<file path="src/rtl/instr_encoder_loader_pkg.sv">
// Shared definitions for the instruction encoder/loader: request class codes,
// the BX opcode constant, the FSM state encoding, the request record and the
// encode/legality helpers used by the loader datapath.
package instr_encoder_loader_pkg;

  localparam int DATA_W = 32;

  localparam logic [1:0] CLS_DP  = 2'b00;
  localparam logic [1:0] CLS_MEM = 2'b01;
  localparam logic [1:0] CLS_BR  = 2'b10;
  localparam logic [1:0] CLS_BX  = 2'b11;

  // Fixed middle field of a BX instruction.
  localparam logic [23:0] BX_CONST = 24'h12FFF1;

  typedef enum logic [1:0] {
    ST_IDLE   = 2'd0,
    ST_ACCEPT = 2'd1,
    ST_WRITE  = 2'd2,
    ST_DONE   = 2'd3
  } state_e;

  // One instruction request as presented on the req_* ports.
  typedef struct packed {
    logic [1:0]  cls;
    logic [3:0]  cond;
    logic [5:0]  funct;
    logic [3:0]  rn;
    logic [3:0]  rd;
    logic [23:0] src2;
    logic        last;
  } instr_req_t;

  // Build the 32-bit instruction word for a request.
  function automatic logic [DATA_W-1:0] encode_instr(input instr_req_t r);
    logic [DATA_W-1:0] w;
    unique case (r.cls)
      CLS_DP:  w = {r.cond, 2'b00, r.funct, r.rn, r.rd, r.src2[11:0]};
      CLS_MEM: w = {r.cond, 2'b01, r.funct, r.rn, r.rd, r.src2[11:0]};
      CLS_BR:  w = {r.cond, 2'b10, r.funct[5:4], r.src2[23:0]};
      default: w = {r.cond, BX_CONST, r.src2[3:0]};
    endcase
    return w;
  endfunction

  // Illegal: a DP compare-class op without the S bit, or a branch whose
  // funct[5] marker is clear.
  function automatic logic req_illegal(input instr_req_t r);
    logic bad;
    bad = 1'b0;
    if (r.cls == CLS_DP && r.funct[4:3] == 2'b10 && !r.funct[0]) bad = 1'b1;
    if (r.cls == CLS_BR && !r.funct[5])                          bad = 1'b1;
    return bad;
  endfunction

endpackage

</file>
<file path="src/rtl/instr_encoder_loader_fifo.sv">
// instr_req_fifo: small synchronous request buffer used by the loader when
// ENCODER_FIFO_EN is defined. A push into a full FIFO is taken when a pop
// happens in the same cycle. Storage is not reset; only pointers and fill
// level are, so a reset or clear flushes the contents.
module instr_req_fifo
  import instr_encoder_loader_pkg::*;
#(
  parameter int DEPTH = 4
) (
  input  logic       clk,
  input  logic       reset_n,
  input  logic       clr,
  input  logic       push,
  input  instr_req_t din,
  input  logic       pop,
  output instr_req_t dout,
  output logic       full,
  output logic       empty
);

  localparam int             AW       = $clog2(DEPTH);
  localparam logic [AW:0]    FULL_LVL = (AW + 1)'(DEPTH);

  instr_req_t        mem [DEPTH];
  logic [AW-1:0]     wr_ptr;
  logic [AW-1:0]     rd_ptr;
  logic [AW:0]       fill;
  logic              do_push;
  logic              do_pop;

  assign full    = (fill == FULL_LVL);
  assign empty   = (fill == '0);
  assign do_pop  = pop && !empty;
  assign do_push = push && (!full || do_pop);
  assign dout    = mem[rd_ptr];

  // Pointer and occupancy tracking; clr drops every buffered entry.
  always_ff @(posedge clk or negedge reset_n) begin
    if (!reset_n) begin
      wr_ptr <= '0;
      rd_ptr <= '0;
      fill   <= '0;
    end else if (clr) begin
      wr_ptr <= '0;
      rd_ptr <= '0;
      fill   <= '0;
    end else begin
      if (do_push) wr_ptr <= wr_ptr + 1'b1;
      if (do_pop)  rd_ptr <= rd_ptr + 1'b1;
      unique case ({do_push, do_pop})
        2'b10:   fill <= fill + 1'b1;
        2'b01:   fill <= fill - 1'b1;
        default: fill <= fill;
      endcase
    end
  end

  // Entry storage, written on every accepted push.
  always_ff @(posedge clk) begin
    if (do_push && !clr) mem[wr_ptr] <= din;
  end

endmodule

</file>
<file path="src/rtl/instr_encoder_loader.sv">
// instr_encoder_loader: accepts instruction requests during a load session,
// encodes each into a 32-bit word and writes it to instruction memory at
// consecutive word addresses starting from base_addr.
// Build option: define ENCODER_FIFO_EN to buffer requests in a 4-entry
// instr_req_fifo so request acceptance overlaps memory writes; otherwise a
// single encode register is used and requests are taken only in ACCEPT.
module instr_encoder_loader
  import instr_encoder_loader_pkg::*;
(
  input  logic        clk,
  input  logic        reset_n,
  input  logic        start,
  input  logic [31:0] base_addr,
  input  logic        req_valid,
  output logic        req_ready,
  input  logic [1:0]  req_class,
  input  logic [3:0]  req_cond,
  input  logic [5:0]  req_funct,
  input  logic [3:0]  req_rn,
  input  logic [3:0]  req_rd,
  input  logic [23:0] req_src2,
  input  logic        req_last,
  output logic        imem_we,
  output logic [31:0] imem_addr,
  output logic [31:0] imem_wdata,
  input  logic        imem_ready,
  output logic        busy,
  output logic        done,
  output logic        err,
  output logic [15:0] count
);

  state_e            state_q;
  state_e            state_d;
  logic [31:0]       addr_q;
  logic [15:0]       count_q;
  logic              err_q;
  logic [DATA_W-1:0] wdata_p1;
  logic              last_p1;

  instr_req_t        in_req;
  instr_req_t        src_req;
  logic              src_vld;
  logic              consume;
  logic              legal;
  logic              session_start;
  logic              write_fire;

  // Count of written words never wraps back to zero.
  function automatic logic [15:0] sat_inc16(input logic [15:0] v);
    return (v == 16'hFFFF) ? v : v + 16'd1;
  endfunction

  assign in_req = {req_class, req_cond, req_funct, req_rn, req_rd, req_src2, req_last};

  assign session_start = (state_q == ST_IDLE) && start;
  assign write_fire    = (state_q == ST_WRITE) && imem_ready;

`ifdef ENCODER_FIFO_EN
  instr_req_t fifo_dout;
  logic       fifo_full;
  logic       fifo_empty;
  logic       fifo_push;
  logic       fifo_pop;

  // The encode register is free only in ACCEPT, so that is where the FIFO
  // drains; a full FIFO still takes a push in the cycle it is popped.
  assign fifo_pop  = (state_q == ST_ACCEPT) && !fifo_empty;
  assign req_ready = busy && (!fifo_full || fifo_pop);
  assign fifo_push = req_valid && req_ready;
  assign src_vld   = !fifo_empty;
  assign src_req   = fifo_dout;

  instr_req_fifo #(
    .DEPTH (4)
  ) u_req_fifo (
    .clk     (clk),
    .reset_n (reset_n),
    .clr     (session_start),
    .push    (fifo_push),
    .din     (in_req),
    .pop     (fifo_pop),
    .dout    (fifo_dout),
    .full    (fifo_full),
    .empty   (fifo_empty)
  );
`else
  // Without buffering the request is taken straight into the encode register.
  assign req_ready = (state_q == ST_ACCEPT);
  assign src_vld   = req_valid;
  assign src_req   = in_req;
`endif

  assign consume = (state_q == ST_ACCEPT) && src_vld;
  assign legal   = !req_illegal(src_req);

  // State register; reset forces IDLE at once, which drops imem_we.
  always_ff @(posedge clk or negedge reset_n) begin
    if (!reset_n) state_q <= ST_IDLE;
    else          state_q <= state_d;
  end

  // Next-state and state-decoded outputs.
  always_comb begin
    state_d = state_q;
    imem_we = 1'b0;
    busy    = 1'b0;
    done    = 1'b0;
    unique case (state_q)
      ST_IDLE: begin
        if (start) state_d = ST_ACCEPT;
      end
      ST_ACCEPT: begin
        busy = 1'b1;
        if (consume) begin
          if (legal)             state_d = ST_WRITE;
          else if (src_req.last) state_d = ST_DONE;
        end
      end
      ST_WRITE: begin
        busy    = 1'b1;
        imem_we = 1'b1;
        if (imem_ready) state_d = last_p1 ? ST_DONE : ST_ACCEPT;
      end
      ST_DONE: begin
        done    = 1'b1;
        state_d = ST_IDLE;
      end
      default: state_d = ST_IDLE;
    endcase
  end

  // Session bookkeeping: write address, written-word count and sticky error.
  always_ff @(posedge clk or negedge reset_n) begin
    if (!reset_n) begin
      addr_q  <= '0;
      count_q <= '0;
      err_q   <= 1'b0;
    end else begin
      if (session_start) begin
        addr_q  <= base_addr;
        count_q <= '0;
        err_q   <= 1'b0;
      end
      if (consume && !legal) err_q <= 1'b1;
      if (write_fire) begin
        addr_q  <= addr_q + 32'd4;
        count_q <= sat_inc16(count_q);
      end
    end
  end

  // ---- stage p1: registered encode of the consumed request ----
  always_ff @(posedge clk or negedge reset_n) begin
    if (!reset_n) begin
      wdata_p1 <= '0;
      last_p1  <= 1'b0;
    end else if (consume && legal) begin
      wdata_p1 <= encode_instr(src_req);
      last_p1  <= src_req.last;
    end
  end

  assign imem_addr  = addr_q;
  assign imem_wdata = wdata_p1;
  assign err        = err_q;
  assign count      = count_q;

endmodule
</file>
<file path="config.mk">
export PLATFORM = sky130hd
export DESIGN_NAME = instr_encoder_loader
export DESIGN_NICKNAME = d
export VERILOG_FILES = /design/src/rtl/instr_encoder_loader_pkg.sv /design/src/rtl/instr_encoder_loader_fifo.sv /design/src/rtl/instr_encoder_loader.sv
export SDC_FILE = /design/constraint.sdc
export NUM_CORES = 1
export LEC_CHECK = 0
export ABC_AREA = 1
export CORE_MARGIN = 4
export CORE_UTILIZATION = 42
export DETAILED_ROUTE_END_ITERATION = 7
export HOLD_SLACK_MARGIN = 0.15
export PLACE_DENSITY = 0.85
export SLEW_MARGIN = 30
export SYNTH_ARGS = -nofsm -noshare
export SYNTH_HDL_FRONTEND = slang
export SYNTH_SLANG_ARGS = --single-unit
export TNS_END_PERCENT = 30
</file>
<file path="constraint.sdc">
create_clock -name clk -period 1.6 [get_ports clk]
set_input_delay 0.24 -clock clk [delete_from_list [all_inputs] [get_ports clk]]
set_output_delay 0.24 -clock clk [all_outputs]
set_load 0.01 [all_outputs]
</file>
==> results.txt, run 1 <==
post-synthesis mux area share - 0%
Fin. Hold Viols - 0
Max-Cap Viols - 0
adder-cell share of the synthesized area - 1.789%
first-pass GRT wire length - 25,160 um
commonest non-fill, non-tap cells in the layout - 272 x nand2_1, 138 x clkdlybuf4s50_1, 68 x dfrtp_1, 67 x inv_1, 65 x nor2_1
CP top delay family - buffers and inverters
DR DRC count - 0
combinational share of power - 50.5%
Hold Path Class - primary input to flop
Synth cell types - 33
Detailed Route WL - 16,710 um
die width - 116.0 um
Synth Area in Compound Gates - 11.66%
CTS Buf Count - 9
clk slew on worst S/H paths - 70 ps
total power - 12.00 mW
Non-Filler Instances - 1,086
initial antenna violation count - 0
kind of end point of the critical path - primary output
Crit Path Max Fanout - 5
CP Buf/Inv Count - 1
Power Density - 1529 nW/um^2
status - completed
commonest non-fill, non-tap cell in the layout - nand2_1
number of diodes - 0
clk sinks - 84
Mapped Area - 4895 um^2
Layout area overhead - 60.33%
Routed WL per cell - 15.39 um
Initial Util - 42.87%
CP Data Required Time - 1360 ps
clk root buf - clkbuf_16
critical path cell sequence - clkdlybuf4s50_1
core area - 11,420 um^2
die height - 116.0 um
relative slew slack - 67.78%
Worst Skew - 7.839 ps
syn_area_per_cell - 6.913 um^2
largest net degree at the start of global routing - 85
period utilization - 99.20%
actual slew at the worst max-slew pin - 483.3 ps
number of routed nets with antenna violations - 0
Boundary Pins - 167
TritonRoute pass-1 iters - 7
CTS tree - yes
row cnt - 39
Leakage - 3.718 nW
WS Path Type - flop to primary output
HPWL after DPL - 11,650 um
startpoint types - flop
# setup viols final - 0
sequential cell area fraction in the yosys report - 42.94%
Synth Area in Simple Gates - 34.74%
IO buf count - 166
min Tclk post-route - 1587 ps
Yosys reg bits - 84
Inst Count DP - 1,050
vias - 5,605
final RePlAce weighted congestion - 0.9509
combinational family with the most area after synthesis - simple AND/OR/NAND/NOR gates
Tot GR Track Use - 23.44%
Sw Share - 39.29%
Peak supply drop - 1.079 mV
WP data arrival - 1350 ps
clock network fraction of total power - 18.0%
Final Max Tran Viols - 0
share of post-route cells with drive strength above 1 - 15.38%
RSZ-0062 raised after global routing - yes
# H-tree levels - 3
GR Overflow Total - 0
Yosys warning count - 0
vias per cell - 5.161
DRT iter0 DRCs - 390
vias in the first global route - 5,242
Max clock buf depth - 2
Die Area - 13,450 um^2
Cell Int Power - 7.284 mW
Post-Syn Instances - 708
syn nets - 797
NetSw - 4.714 mW
part of the power in registers - 31.5%
Max Clk Rate - 630.1 MHz
setup TNS - 0 ps
Clk Latency, worst-skew pair - 340 ps
critical path's largest stage delay - 570 ps
Post-Synth XOR/XNOR Area - 1.074%
# nets final - 1,027
R2R setup slack - 60 ps
CP max stage cell - clkdlybuf4s50_1
power groups by stage:
stage	sequential [mW]	clock [mW]	combinational, mW
after CTS	3.73	2.20	5.51
after floorplan	4.01	0	2.16
after detailed placement	3.73	0	5.53
after global routing	3.88	2.29	6.66
final	3.78	2.16	6.06
after global placement	3.73	0	5.39
area by class of cell:
type,count,area [um^2]
Tap cell,143,178.9
Timing Repair Buffer,236,2359
Multi-Input combinational cell,531,2580
Clock inverter,7,80.08
Sequential cell,84,2122
Inverter,75,295.3
Timing Repair inverter,1,7.507
Clock buffer,9,225.2
Fill cell,915,3571
cells by family (layout without fill, tap and decap cells):
family          count (synthesis)  count (layout)
simple gates                  417             419
compound gates                 99              99
buf+inv                        95             328
flops                          84              84
fa+ha+maj                       7               7
xor+xnor                        6               6
per-stage QoR:
step	worst slack [ps]	utilization (%)	instance area (um^2)	hold WS [ps]
after floorplan	23.82	-	4902	-55.59
after global placement	-88.10	62.16	7098	312.0
after detailed placement	-196.2	62.16	7098	315.5
after CTS	-16.21	65.24	7450	416.3
after global routing	-75.97	68.73	7848	433.2
final	12.87	68.73	7848	424.9
Yosys cell counts:
cell        n  area, um^2
nand2_1   278        1044
dfrtp_1    84        2102
inv_1      73       274.0
nor2_1     71       266.5
o21ai_0    62       310.3
nand3_1    45       225.2
buf_2      11       55.05
o22ai_1    10       62.56
o211ai_1    9       67.56
nand4_1     8       50.05
ha_1        7       87.58
a21oi_1     6       30.03
clkbuf_1    5       18.77
nor3_1      5       25.02
a22o_1      4       35.03
xor2_1      4       35.03
nand3_2     3       30.03
o21bai_1    3       22.52
buf_1       2       7.510
inv_2       2       7.510
o21ai_2     2       17.52
or2_2       2       12.51
xnor2_1     2       17.52
buf_4       1       7.510
buf_6       1       11.26
nand2_2     1       6.260
nor2_4      1       11.26
nor3_4      1       16.27
nor3b_1     1       7.510
o221ai_1    1       8.760
o311ai_0    1       8.760
o31ai_1     1       7.510
or2_1       1       6.260
worst paths after layout:
path | depth (start not counted) | startpoint | endpoint
worst min-delay path | 3 | req_src2[3] | imem_wdata[3]
worst min register to register | 2 | imem_addr[0] | imem_addr[0]
worst max-delay path | 1 | imem_addr[14] | imem_addr[14]
min in group asynchronous | 3 | reset_n | imem_addr[27]
worst max register to register | 7 | state_q[1] | imem_wdata[19]
max in group asynchronous | 3 | reset_n | count[3]
routing by layer:
layer	GRT usage, %	up-vias	share of wire, %
met4	7.889	0	3.0
met5	0	-	0
met3	6.684	49	8.3
met1	28.78	2587	39
li1	-	2732	-
met2	39.70	237	49
sequential cells by signal, indices dropped and copies added (netlist names):
register / flops
count: 16
err: 1
imem_addr: 32
imem_wdata: 32
last_p1: 1
state_q: 2
timing repair:
item	CTS	global route
hold buffers	1	0
endpoints found under the setup margin	87	100
pin swaps	0	8
buffers inserted	3	5
hold endpoints to repair	84	0
cloned	1	10
resized for setup	42	72
Power figures use the tool's default switching activity.
==> run 2, diff against run 1 <==
--- a/config.mk
+++ b/config.mk
@@ -5,14 +5,14 @@
 export SDC_FILE = /design/constraint.sdc
 export NUM_CORES = 1
 export LEC_CHECK = 0
-export ABC_AREA = 1
 export CORE_MARGIN = 4
-export CORE_UTILIZATION = 42
+export CORE_UTILIZATION = 40
 export DETAILED_ROUTE_END_ITERATION = 7
 export HOLD_SLACK_MARGIN = 0.15
-export PLACE_DENSITY = 0.85
+export PLACE_DENSITY = 0.84
 export SLEW_MARGIN = 30
 export SYNTH_ARGS = -nofsm -noshare
 export SYNTH_HDL_FRONTEND = slang
+export SYNTH_HIERARCHICAL = 1
 export SYNTH_SLANG_ARGS = --single-unit
 export TNS_END_PERCENT = 30
==> results.txt, run 2 <==
status - finished, violations left
failing checks - negative setup slack
min Tclk post-route - 1826 ps
Boundary Pins - 167
combinational share of power - 57.6%
largest net degree at the start of global routing - 46
# H-tree levels - 3
part of the power in registers - 28.7%
# nets final - 837
share of post-route cells with drive strength above 1 - 27.62%
CP max stage cell - dfrtp_1
Leakage - 3.470 nW
Synth cell types - 55
Peak supply drop - 0.9773 mV
kind of end point of the critical path - flop
die height - 112 um
syn nets - 575
# setup viols final - 78
ranking of synthesized cells by area - dfrtp_1 49%, nand2_1 7.7%, nor2_1 4.1%, nand3_1 3.2%, o21ai_0 3.1%
GR Overflow Total - 0
CTS tree - yes
CTS Buf Count - 9
Synth async-reset ratio - 100.0%
CP Data Required Time - 1870 ps
vias in the first global route - 4,933
Routed WL per cell - 18.37 um
Die Area - 12,540 um^2
initial antenna violation count - 0
Critical R2R Launch - state_q[1]
die width - 112 um
Initial Util - 41.54%
Setup WS post-layout - -225.7 ps
clock network fraction of total power - 13.7%
DR DRC count - 0
period utilization - 114.1%
fill count - 738
worst r2r path cells - 8
final RePlAce weighted congestion - 1.000
Fin. Hold Viols - 0
DRT iter0 DRCs - 295
Yosys warning count - 6
Yosys reg bits - 84
WP data arrival - 2090 ps
Hold Path Origin - req_funct[3]
syn_area_per_cell - 8.903 um^2
Post-synth top flop - dfrtp_1
Worst Setup SP - state_q[1]
Sw Share - 38.87%
Layout area overhead - 76.46%
Cell Int Power - 7.650 mW
NetSw - 4.863 mW
core area - 10,420 um^2
R2R setup slack - -230 ps
Worst Skew - 7.797 ps
critical path's largest stage delay - 410 ps
row cnt - 37
Tot GR Track Use - 24.02%
biggest area consumer among synthesized cells - dfrtp_1
clk sinks - 84
startpoint types - flop
clk slew on worst S/H paths - 90 ps
TritonRoute pass-1 iters - 7
clk root buf - clkbuf_8
Reg-to-Reg End - imem_addr[22]
Max Clk Rate - 547.7 MHz
number of routed nets with antenna violations - 0
Crit Path Max Fanout - 8
commonest non-fill, non-tap cells in the layout - 116 x clkdlybuf4s50_1, 84 x nand2_1, 82 x buf_4, 76 x dfrtp_1, 40 x nor2_1
final core utilization - 73.30%
Post-Syn Instances - 486
critical path cell sequence - buf_6 > ha_4 > buf_4 > and2_4 > nor2_4 > buf_12 > a311oi_2 > nor3_1
first-pass GRT wire length - 24,450 um
actual slew at the worst max-slew pin - 426.4 ps
Detailed Route WL - 16,330 um
sequential cell area fraction in the yosys report - 48.58%
Max clock buf depth - 2
setup TNS - -7020 ps
Synth top area share - 48.58%
relative slew slack - 71.58%
Max-Cap Viols - 0
IO buf count - 166
Hold Path Class - primary input to flop
WS Path Type - flop to flop
Final Max Tran Viols - 0
number of diodes - 0
top-count cell post-synth - nand2_1
HPWL after DPL - 11,420 um
Mapped Area - 4327 um^2
commonest non-fill, non-tap cell in the layout - clkdlybuf4s50_1
RSZ-0062 raised after global routing - yes
number of cells on the worst hold path - 3
Clk Latency, worst-skew pair - 360 ps
Commonest cells post-synth - 89 x nand2_1, 84 x dfrtp_1, 47 x nor2_1
number of synthesized flops with an enable pin - 0
vias - 5,066
Hold Path End - imem_wdata[23]
vias per cell - 5.699
Power Density - 1639 nW/um^2
[run 2: cell types whose count changed after synthesis, sizes merged, moves of 7 or more]
cell / delta
nand2: -189
inv: -65
o21ai: -29
nor2: -25
nand3: -20
a21oi: +19
a211oi: +11
and4: +10
and3: +9
nor3: +8
clkbuf: +7
o31ai: +7
[run 2: cells by family after synthesis]
group	count (synthesis)	share of synthesized area (%)
and+or+nand+nor	221	23.86
AOI/OAI and AO/OA	136	20.62
DFF	84	48.58
buffers and inverters	33	3.788
adders and majority gates	7	2.024
muxes	3	0.7230
xor gates and xnor gates	2	0.4049
[run 2: worst max-delay path by stage]
stage / slack, ps / end / cells after the start
2_1_floorplan: -130 / imem_addr[26] / 6
3_3_place_gp: -520 / state_q[1] / 6
3_5_place_dp: -560 / state_q[1] / 6
4_1_cts: -180 / state_q[1] / 7
5_1_grt: -330 / state_q[1] / 7
6_report: -230 / imem_addr[22] / 8
[run 2: power by group through the flow]
stage	registers [mW]	logic (mW)	clock network, mW
3_3_place_gp	3.55	6.34	0
3_5_place_dp	3.60	6.53	0
5_1_grt	3.69	7.77	1.86
2_1_floorplan	4.13	2.31	0
6_report	3.59	7.21	1.72
4_1_cts	3.57	6.69	1.74
[run 2: repair_timing]
item | CTS | global route
pin swaps | 16 | 18
hold buffers | 1 | 0
setup buffers | 10 | 9
endpoints found under the hold margin | 25 | 0
gates resized for setup | 100 | 65
setup endpoints to repair | 120 | 94
gates cloned | 0 | 3
[run 2: critical path, delay by kind of cell, from the launching register on]
kind	cells	cell delay, ps
compound gates	1	50
fa+ha+maj	1	170
buf+inv	3	450
flops	1	410
simple gates	3	660
[run 2: final cells by class]
cell class                 instances  area, um^2  share of cell area (%)
tap                              136       170.2                   2.229
timing repair buffer             273        2618                   34.28
multi-input combinational        370        2472                   32.38
clock inverter                     6       87.58                   1.147
sequential                        84        2112                   27.66
inverter                          10       37.54                  0.4916
clock buffer                      10       137.6                   1.803
[run 2: per-stage QoR]
step	power (mW)	hold WS, ps	cell area, um^2	std cells	setup slack (ps)
floorplan	6.436	-55.59	4438	486	-133.7
global placement	9.889	193.0	6808	852	-520.9
detailed placement	10.12	201.5	6808	852	-560.3
CTS	12.01	320.3	7271	878	-183.7
global route	13.31	325.7	7635	889	-328.1
finish	12.51	333.5	7635	889	-225.7
[run 2: per-layer routing]
| layer | track usage, % | up-vias | wire length [um] |
|---|---|---|---|
| met5 | 0 | - | 0 |
| met4 | 6.811 | 0 | 465 |
| met3 | 8.152 | 50 | 1670 |
| met2 | 42.01 | 279 | 8162 |
| met1 | 28.10 | 2410 | 6030 |
| li1 | - | 2327 | - |
